$ cat config.mk
export PLATFORM = sky130hd
export DESIGN_NAME = slice_column_scheduler
export DESIGN_NICKNAME = d
export VERILOG_FILES = /design/src/rtl/raycast_pkg.sv /design/src/rtl/slice_result_fifo.sv /design/src/rtl/slice_column_scheduler.sv
export SDC_FILE = /design/constraint.sdc
export NUM_CORES = 1
export LEC_CHECK = 0
export ABC_AREA = 1
export BUFFER_PORTS_ARGS = -buffer_cell sky130_fd_sc_hd__clkbuf_2
export CAP_MARGIN = 10
export CORE_AREA = 2 2 153 155
export CTS_CLUSTER_SIZE = 20
export DETAILED_ROUTE_END_ITERATION = 16
export DIE_AREA = 0 0 155 157
export HOLD_SLACK_MARGIN = 0.05
export PLACE_DENSITY_LB_ADDON = 0.08
export SLEW_MARGIN = 15
export SYNTH_ARGS = -nofsm -noshare
export SYNTH_HDL_FRONTEND = slang
export SYNTH_HIERARCHICAL = 1
export SYNTH_SLANG_ARGS = --single-unit
$ cat constraint.sdc
create_clock -name clock -period 6.75 [get_ports clock]
set_clock_uncertainty 0.05 [all_clocks]
set_input_delay 1.35 -clock clock [delete_from_list [all_inputs] [get_ports clock]]
set_output_delay 1.35 -clock clock [all_outputs]
set_load 0.01 [all_outputs]
$ cat src/rtl/raycast_pkg.sv
// raycast_pkg: shared sizes, clamp/timeout limits and scheduler state encodings.
package raycast_pkg;
  localparam int NUM_COLS = 160;
  localparam int COL_W = 8;
  localparam int HEIGHT_W = 7;
  localparam int WDOG_W = 10;
  localparam int FIFO_DEPTH = 4;
  localparam logic [HEIGHT_W-1:0] MAX_HEIGHT = 7'd120;
  localparam logic [WDOG_W-1:0] TIMEOUT = 10'd1023;
  localparam logic [COL_W-1:0] LAST_COL = COL_W'(NUM_COLS - 1);
  typedef enum logic [2:0] {
    S_IDLE  = 3'd0,
    S_ISSUE = 3'd1,
    S_WAIT  = 3'd2,
    S_NEXT  = 3'd3,
    S_DRAIN = 3'd4
  } state_t;
endpackage

$ cat src/rtl/slice_result_fifo.sv
// slice_result_fifo: synchronous FIFO whose head is read straight from the storage flops.
module slice_result_fifo #(
  parameter int DEPTH = 4,
  parameter int WIDTH = 15
) (
  input  logic             clock,
  input  logic             resetn,
  input  logic             push,
  input  logic [WIDTH-1:0] push_data,
  input  logic             pop,
  output logic [WIDTH-1:0] head,
  output logic             full,
  output logic             empty
);
  localparam int AW = $clog2(DEPTH);
  logic [WIDTH-1:0] mem_q [DEPTH];
  logic [WIDTH-1:0] mem_d [DEPTH];
  logic [AW-1:0] wr_q, wr_d, rd_q, rd_d;
  logic [AW:0] cnt_q, cnt_d;
  logic do_push, do_pop;
  assign full = cnt_q == (AW+1)'(DEPTH);
  assign empty = cnt_q == '0;
  assign head = mem_q[rd_q];
  assign do_push = push & ~full;
  assign do_pop = pop & ~empty;
  always_comb begin
    mem_d = mem_q;
    if (do_push) mem_d[wr_q] = push_data;
    wr_d = wr_q + AW'(do_push);
    rd_d = rd_q + AW'(do_pop);
    cnt_d = cnt_q + (AW+1)'(do_push) - (AW+1)'(do_pop);
  end
  always_ff @(posedge clock) begin
    if (!resetn) begin
      mem_q <= '{default: '0};
      wr_q <= '0;
      rd_q <= '0;
      cnt_q <= '0;
    end else begin
      mem_q <= mem_d;
      wr_q <= wr_d;
      rd_q <= rd_d;
      cnt_q <= cnt_d;
    end
  end
endmodule

$ cat src/rtl/slice_column_scheduler.sv
// slice_column_scheduler: walks a frame's columns through the slice calculator and queues clamped heights for the drawer.
module slice_column_scheduler
  import raycast_pkg::*;
(
  input  logic                clock,
  input  logic                resetn,
  input  logic                frame_start,
  input  logic [12:0]         playerX_in,
  input  logic [12:0]         playerY_in,
  input  logic [9:0]          angle_X_in,
  input  logic [9:0]          angle_Y_in,
  output logic [12:0]         calc_playerX,
  output logic [12:0]         calc_playerY,
  output logic [9:0]          calc_angle_X,
  output logic [9:0]          calc_angle_Y,
  output logic [COL_W-1:0]    calc_column,
  output logic                calc_begin,
  input  logic                calc_end,
  input  logic [HEIGHT_W-1:0] calc_slice_size,
  output logic                draw_valid,
  input  logic                draw_ready,
  output logic [COL_W-1:0]    draw_column,
  output logic [HEIGHT_W-1:0] draw_height,
  output logic                frame_busy,
  output logic                frame_done,
  output logic                timeout_err
);
  state_t state_q, state_d;
  logic [COL_W-1:0] column_q, column_d;
  logic [WDOG_W-1:0] wdog_q, wdog_d;
  logic [45:0] pose_q, pose_d;
  logic calc_begin_q, calc_begin_d, busy_q, busy_d, done_q, done_d, terr_q, terr_d;
  logic push, full, empty;
  logic [HEIGHT_W-1:0] push_height;
  always_comb begin
    state_d = state_q;
    column_d = column_q;
    wdog_d = wdog_q;
    pose_d = pose_q;
    calc_begin_d = 1'b0;
    busy_d = busy_q;
    done_d = 1'b0;
    terr_d = terr_q;
    push = 1'b0;
    push_height = '0;
    case (state_q)
      S_IDLE: if (frame_start) begin
        state_d = S_ISSUE;
        pose_d = {playerX_in, playerY_in, angle_X_in, angle_Y_in};
        column_d = '0;
        terr_d = 1'b0;
        busy_d = 1'b1;
      end
      S_ISSUE: if (!full) begin
        calc_begin_d = 1'b1;
        wdog_d = '0;
        state_d = S_WAIT;
      end
      S_WAIT: begin
        wdog_d = wdog_q + 1'b1;
        // a result arriving on the expiry cycle still counts as a real answer
        if (calc_end || wdog_q == TIMEOUT) begin
          push = 1'b1;
          push_height = !calc_end ? '0 : calc_slice_size > MAX_HEIGHT ? MAX_HEIGHT : calc_slice_size;
          terr_d = terr_q | ~calc_end;
          state_d = S_NEXT;
        end
      end
      S_NEXT: begin
        state_d = column_q == LAST_COL ? S_DRAIN : S_ISSUE;
        column_d = column_q == LAST_COL ? column_q : column_q + 1'b1;
      end
      S_DRAIN: if (empty) begin
        done_d = 1'b1;
        busy_d = 1'b0;
        state_d = S_IDLE;
      end
      default: state_d = S_IDLE;
    endcase
  end
  always_ff @(posedge clock) begin
    if (!resetn) begin
      state_q <= S_IDLE;
      column_q <= '0;
      wdog_q <= '0;
      pose_q <= '0;
      calc_begin_q <= 1'b0;
      busy_q <= 1'b0;
      done_q <= 1'b0;
      terr_q <= 1'b0;
    end else begin
      state_q <= state_d;
      column_q <= column_d;
      wdog_q <= wdog_d;
      pose_q <= pose_d;
      calc_begin_q <= calc_begin_d;
      busy_q <= busy_d;
      done_q <= done_d;
      terr_q <= terr_d;
    end
  end
  slice_result_fifo #(.DEPTH(FIFO_DEPTH), .WIDTH(COL_W + HEIGHT_W)) u_fifo (
    .clock     (clock),
    .resetn    (resetn),
    .push      (push),
    .push_data ({column_q, push_height}),
    .pop       (draw_valid & draw_ready),
    .head      ({draw_column, draw_height}),
    .full      (full),
    .empty     (empty)
  );
  assign draw_valid = ~empty;
  assign {calc_playerX, calc_playerY, calc_angle_X, calc_angle_Y} = pose_q;
  assign calc_column = column_q;
  assign calc_begin = calc_begin_q;
  assign frame_busy = busy_q;
  assign frame_done = done_q;
  assign timeout_err = terr_q;
endmodule
==> summary by stage <==
Status
The run finished with clean final reports.

Finish
From synthesis to final layout, the design area changed by 20.5%. The count of nets after finishing is 1179. Measured on the finished design, the core utilization comes to 36.1%. The number of antenna diodes in the final layout is 0. Summing all multi-input logic gate instances after layout gives 3000 µm². In the final layout, flip-flops and latches occupy 2760 µm². The finished cells cover 8120 µm². Of the cells placed in the final design, the portion with a size suffix greater than 1 is 18.1%. Counting the fill cells in the layout gives 2446.

Synth
The most used flip-flop cell after synthesis is sky130_fd_sc_hd__dfxtp_1. The proportion of register bits with asynchronous set or reset after synthesis is 0%. By area the synthesized netlist is led by sky130_fd_sc_hd__dfxtp_1, sky130_fd_sc_hd__nor2_1, sky130_fd_sc_hd__nand2_1. The synthesized design spends more area on one cell type than any other, namely sky130_fd_sc_hd__dfxtp_1.

The instance count of the mapped netlist is 1017. The mean instance size in the synthesized netlist is 6.62 µm². After synthesis, flip-flops and latches occupy 41.0% of the total area. The Yosys step of the flow raised 6 warnings.

The synthesized netlist occupies a cell area of 6740 µm². The top cell type by area accounts for 41.0% of the synthesized area. Counting flops and latches in the post-synthesis netlist gives 138. The count of flip-flops with a built-in enable after synthesis is 0. The post-synth net total is 1080. The netlist uses 34 different library cells.

Timing
The final setup violation count is 0. The worst pin sits at a relative slew slack of 29.5%. The hold violation total from the final report is 0.

Setup repair after global routing left no endpoint under its margin. The final total negative setup slack is 0 ps. The maximum frequency from static timing analysis is 268 MHz. The measured slew at the worst slew-check pin is 1060 ps. The post-route minimum period is 3730 ps. The count of final max-slew check failures is 0.

Dividing the final minimum period by the clock period gives 55.2%. The tightest hold margin is 419 ps.

Min path
The path class of the tightest hold or removal check is reg -> reg. The endpoint of the worst hold-timing path is wdog_q[3]$_SDFFE_PN0P_. Counting instances, the worst hold path has a depth of 2. The worst hold path begins at wdog_q[3]$_SDFFE_PN0P_.

Worst setup path
The endpoint required time on the critical path is 5350 ps. The worst setup path is of the reg -> out kind. The terminus of the critical flop-to-flop path is u_fifo/mem_q[55]$_SDFFE_PN0P_.

In this run the critical register-to-register path is launched from wdog_q[0]$_SDFFE_PN0P_. The category of the worst setup path launch point is a flop. The slack of the worst reg-to-reg path is 3390 ps.

For the worst flop-to-flop path, the logic depth is 10. STA puts the critical path data arrival time at 2330 ps. The critical path capture point type is an output pin. Of all nets on the critical path, the largest fanout is 16.

Clock tree
The clock slew at the register clock pins of the worst setup and hold paths is 60 ps. The root buffer cell is sky130_fd_sc_hd__clkbuf_16. The maximum count of clock buffers along a single path is 2.

The H-tree depth reported by CTS is 4. The hold-fix buffer count after cts is 0. The latest clock arrival within the worst-skew pair is 430 ps.

The clock sink total is 138. The total clock buffers created by CTS is 17. TritonCTS built the clock tree. In this run, post-CTS repair resized a total of 0 instances. The total setup buffers inserted after CTS is 0.

Drt
The residual DRC count is 0. Dividing the detail-routed via count by the number of cells gives 4.44. The count of TritonRoute iterations in the first routing pass is 4. After the first detailed-routing iteration, the DRC count stood at 318. The vias after detailed routing is 6280.

The average wire per standard cell is 14.3 µm. The detail route stage leaves a number of antenna-violating nets equal to 0. The final layout contains routed wiring with a total length of 20200 µm.

Power
The maximum vdd ir drop is 0.160 mV. The power density relative to cell area is 332 nW/µm². The analysis attributes to cell leakage a power of 3.84 nW.

Floorplan
The die area is 24300 µm². The width of the die is 155 µm. The height of the die is 157 µm. The row count is 55. 132 I/O pins were placed.

Once the floorplan was initialized, standard cells occupied 29.9% of the core. The total core area is 22500 µm².

Place
At the end of routability-driven placement, the weighted congestion stood at 0.770. The placed wire-length estimate is 12900 µm. The placement-stage cell area is 7500 µm². The number of input and output port buffers inserted is 131.

Global routing
The global route total overflow is 0. The via count of the first global-routing pass was 6127. The first-pass GRT wire length is 33100 µm. The number of antenna violations at the first check in global routing is 0. The all-layer global routing usage is 17.4%. The pin count of the biggest net entering global routing is 85.

Job
Across the run, the number of max-cap violations was 0.
[sequential cells by signal, indices dropped and copies added (netlist names)]
| name | cells |
|---|---|
| wdog_q | 10 |
| calc_column | 8 |
| timeout_err | 1 |
| frame_busy | 1 |
| u_fifo/mem_q | 60 |
| calc_begin | 1 |
| u_fifo/cnt_q | 3 |
| u_fifo/wr_q | 2 |
| u_fifo/rd_q | 2 |
| pose_q | 46 |
| state_q | 3 |
| frame_done | 1 |
[how the worst max path moves through the flow]
stage / to / from / slack [ps]
finish: draw_column[7] / u_fifo/rd_q[1]$_SDFF_PN0_ / 3020
floorplan: u_fifo/cnt_q[2]$_SDFF_PN0_ / calc_end / 3790
CTS: draw_column[7] / u_fifo/rd_q[1]$_SDFF_PN0_ / 2950
global route: draw_column[3] / u_fifo/rd_q[1]$_SDFF_PN0_ / 2870
global placement: u_fifo/mem_q[52]$_SDFFE_PN0P_ / calc_end / 2990
detailed placement: u_fifo/mem_q[59]$_SDFFE_PN0P_ / calc_end / 2950
[placed cells by master (no fill, tap or decap), drive strengths merged, types with 4 or more instances in the layout]
master / synthesis / final
nor2: 215 / 215
nand2: 190 / 190
inv: 182 / 188
clkbuf: 24 / 148
dfxtp: 138 / 138
o21ai: 88 / 88
nand4: 66 / 66
nand3: 29 / 29
a21oi: 23 / 23
o22ai: 15 / 15
buf: 32 / 6
ha: 4 / 4
clkinv: 1 / 4
[area by class of cell]
class	instances	area share, %
Inverter	183	8.46
Sequential cell	138	34.0
Timing Repair Buffer	136	8.57
Clock buffer	18	5.41
Tap cell	285	4.39
Clock inverter	14	2.27
Multi-Input combinational cell	640	36.9
[power by group]
group          switching, mW  leakage (nW)  total, mW  internal, mW
clock                  0.405         0.299       1.01         0.600
sequential            0.0705          1.12       1.00         0.931
combinational          0.468          2.42      0.688         0.220
total                  0.944          3.84       2.70          1.75
[kinds of logic after synthesis]
| logic type | Yosys count | share of synthesized area (%) |
|---|---|---|
| simple gates | 505 | 32.9 |
| buf+inv | 239 | 14.7 |
| flops | 138 | 41.0 |
| compound gates | 128 | 10.0 |
| fa+ha+maj | 5 | 1.04 |
| xor+xnor | 2 | 0.260 |
[worst max-delay path, stage by stage, from the launching register on]
cell and delay (ps):
sky130_fd_sc_hd__dfxtp_1 470, sky130_fd_sc_hd__buf_4 270, sky130_fd_sc_hd__inv_1 510, sky130_fd_sc_hd__o21ai_0 180, sky130_fd_sc_hd__o22ai_1 280, sky130_fd_sc_hd__clkbuf_2 200
[synthesized netlist by cell type (12+ instances only)]
cell / count
sky130_fd_sc_hd__inv_1: 174
sky130_fd_sc_hd__dfxtp_1: 138
sky130_fd_sc_hd__o22ai_1: 15
sky130_fd_sc_hd__nand2_2: 12
sky130_fd_sc_hd__clkbuf_1: 23
sky130_fd_sc_hd__o21ai_0: 79
sky130_fd_sc_hd__nand3_1: 26
sky130_fd_sc_hd__buf_2: 15
sky130_fd_sc_hd__a21oi_1: 22
sky130_fd_sc_hd__nor2_1: 209
sky130_fd_sc_hd__nand2_1: 178
sky130_fd_sc_hd__nand4_1: 66
[through the flow]
step	power (mW)	worst slack, ps	std cells
final	2.70	3020	1414
after global routing	2.88	2870	1414
after CTS	2.73	2950	1414
after detailed placement	1.72	2950	1382
after global placement	1.72	2990	1382
after floorplan	1.50	3790	1017
[layer usage]
layer	wire length (µm)	track usage, %
met5	0	0
met4	238	5.34
met3	1460	5.89
met2	8880	26.9
met1	9590	22.9
Note: power is estimated with default switching activity, not from simulation.
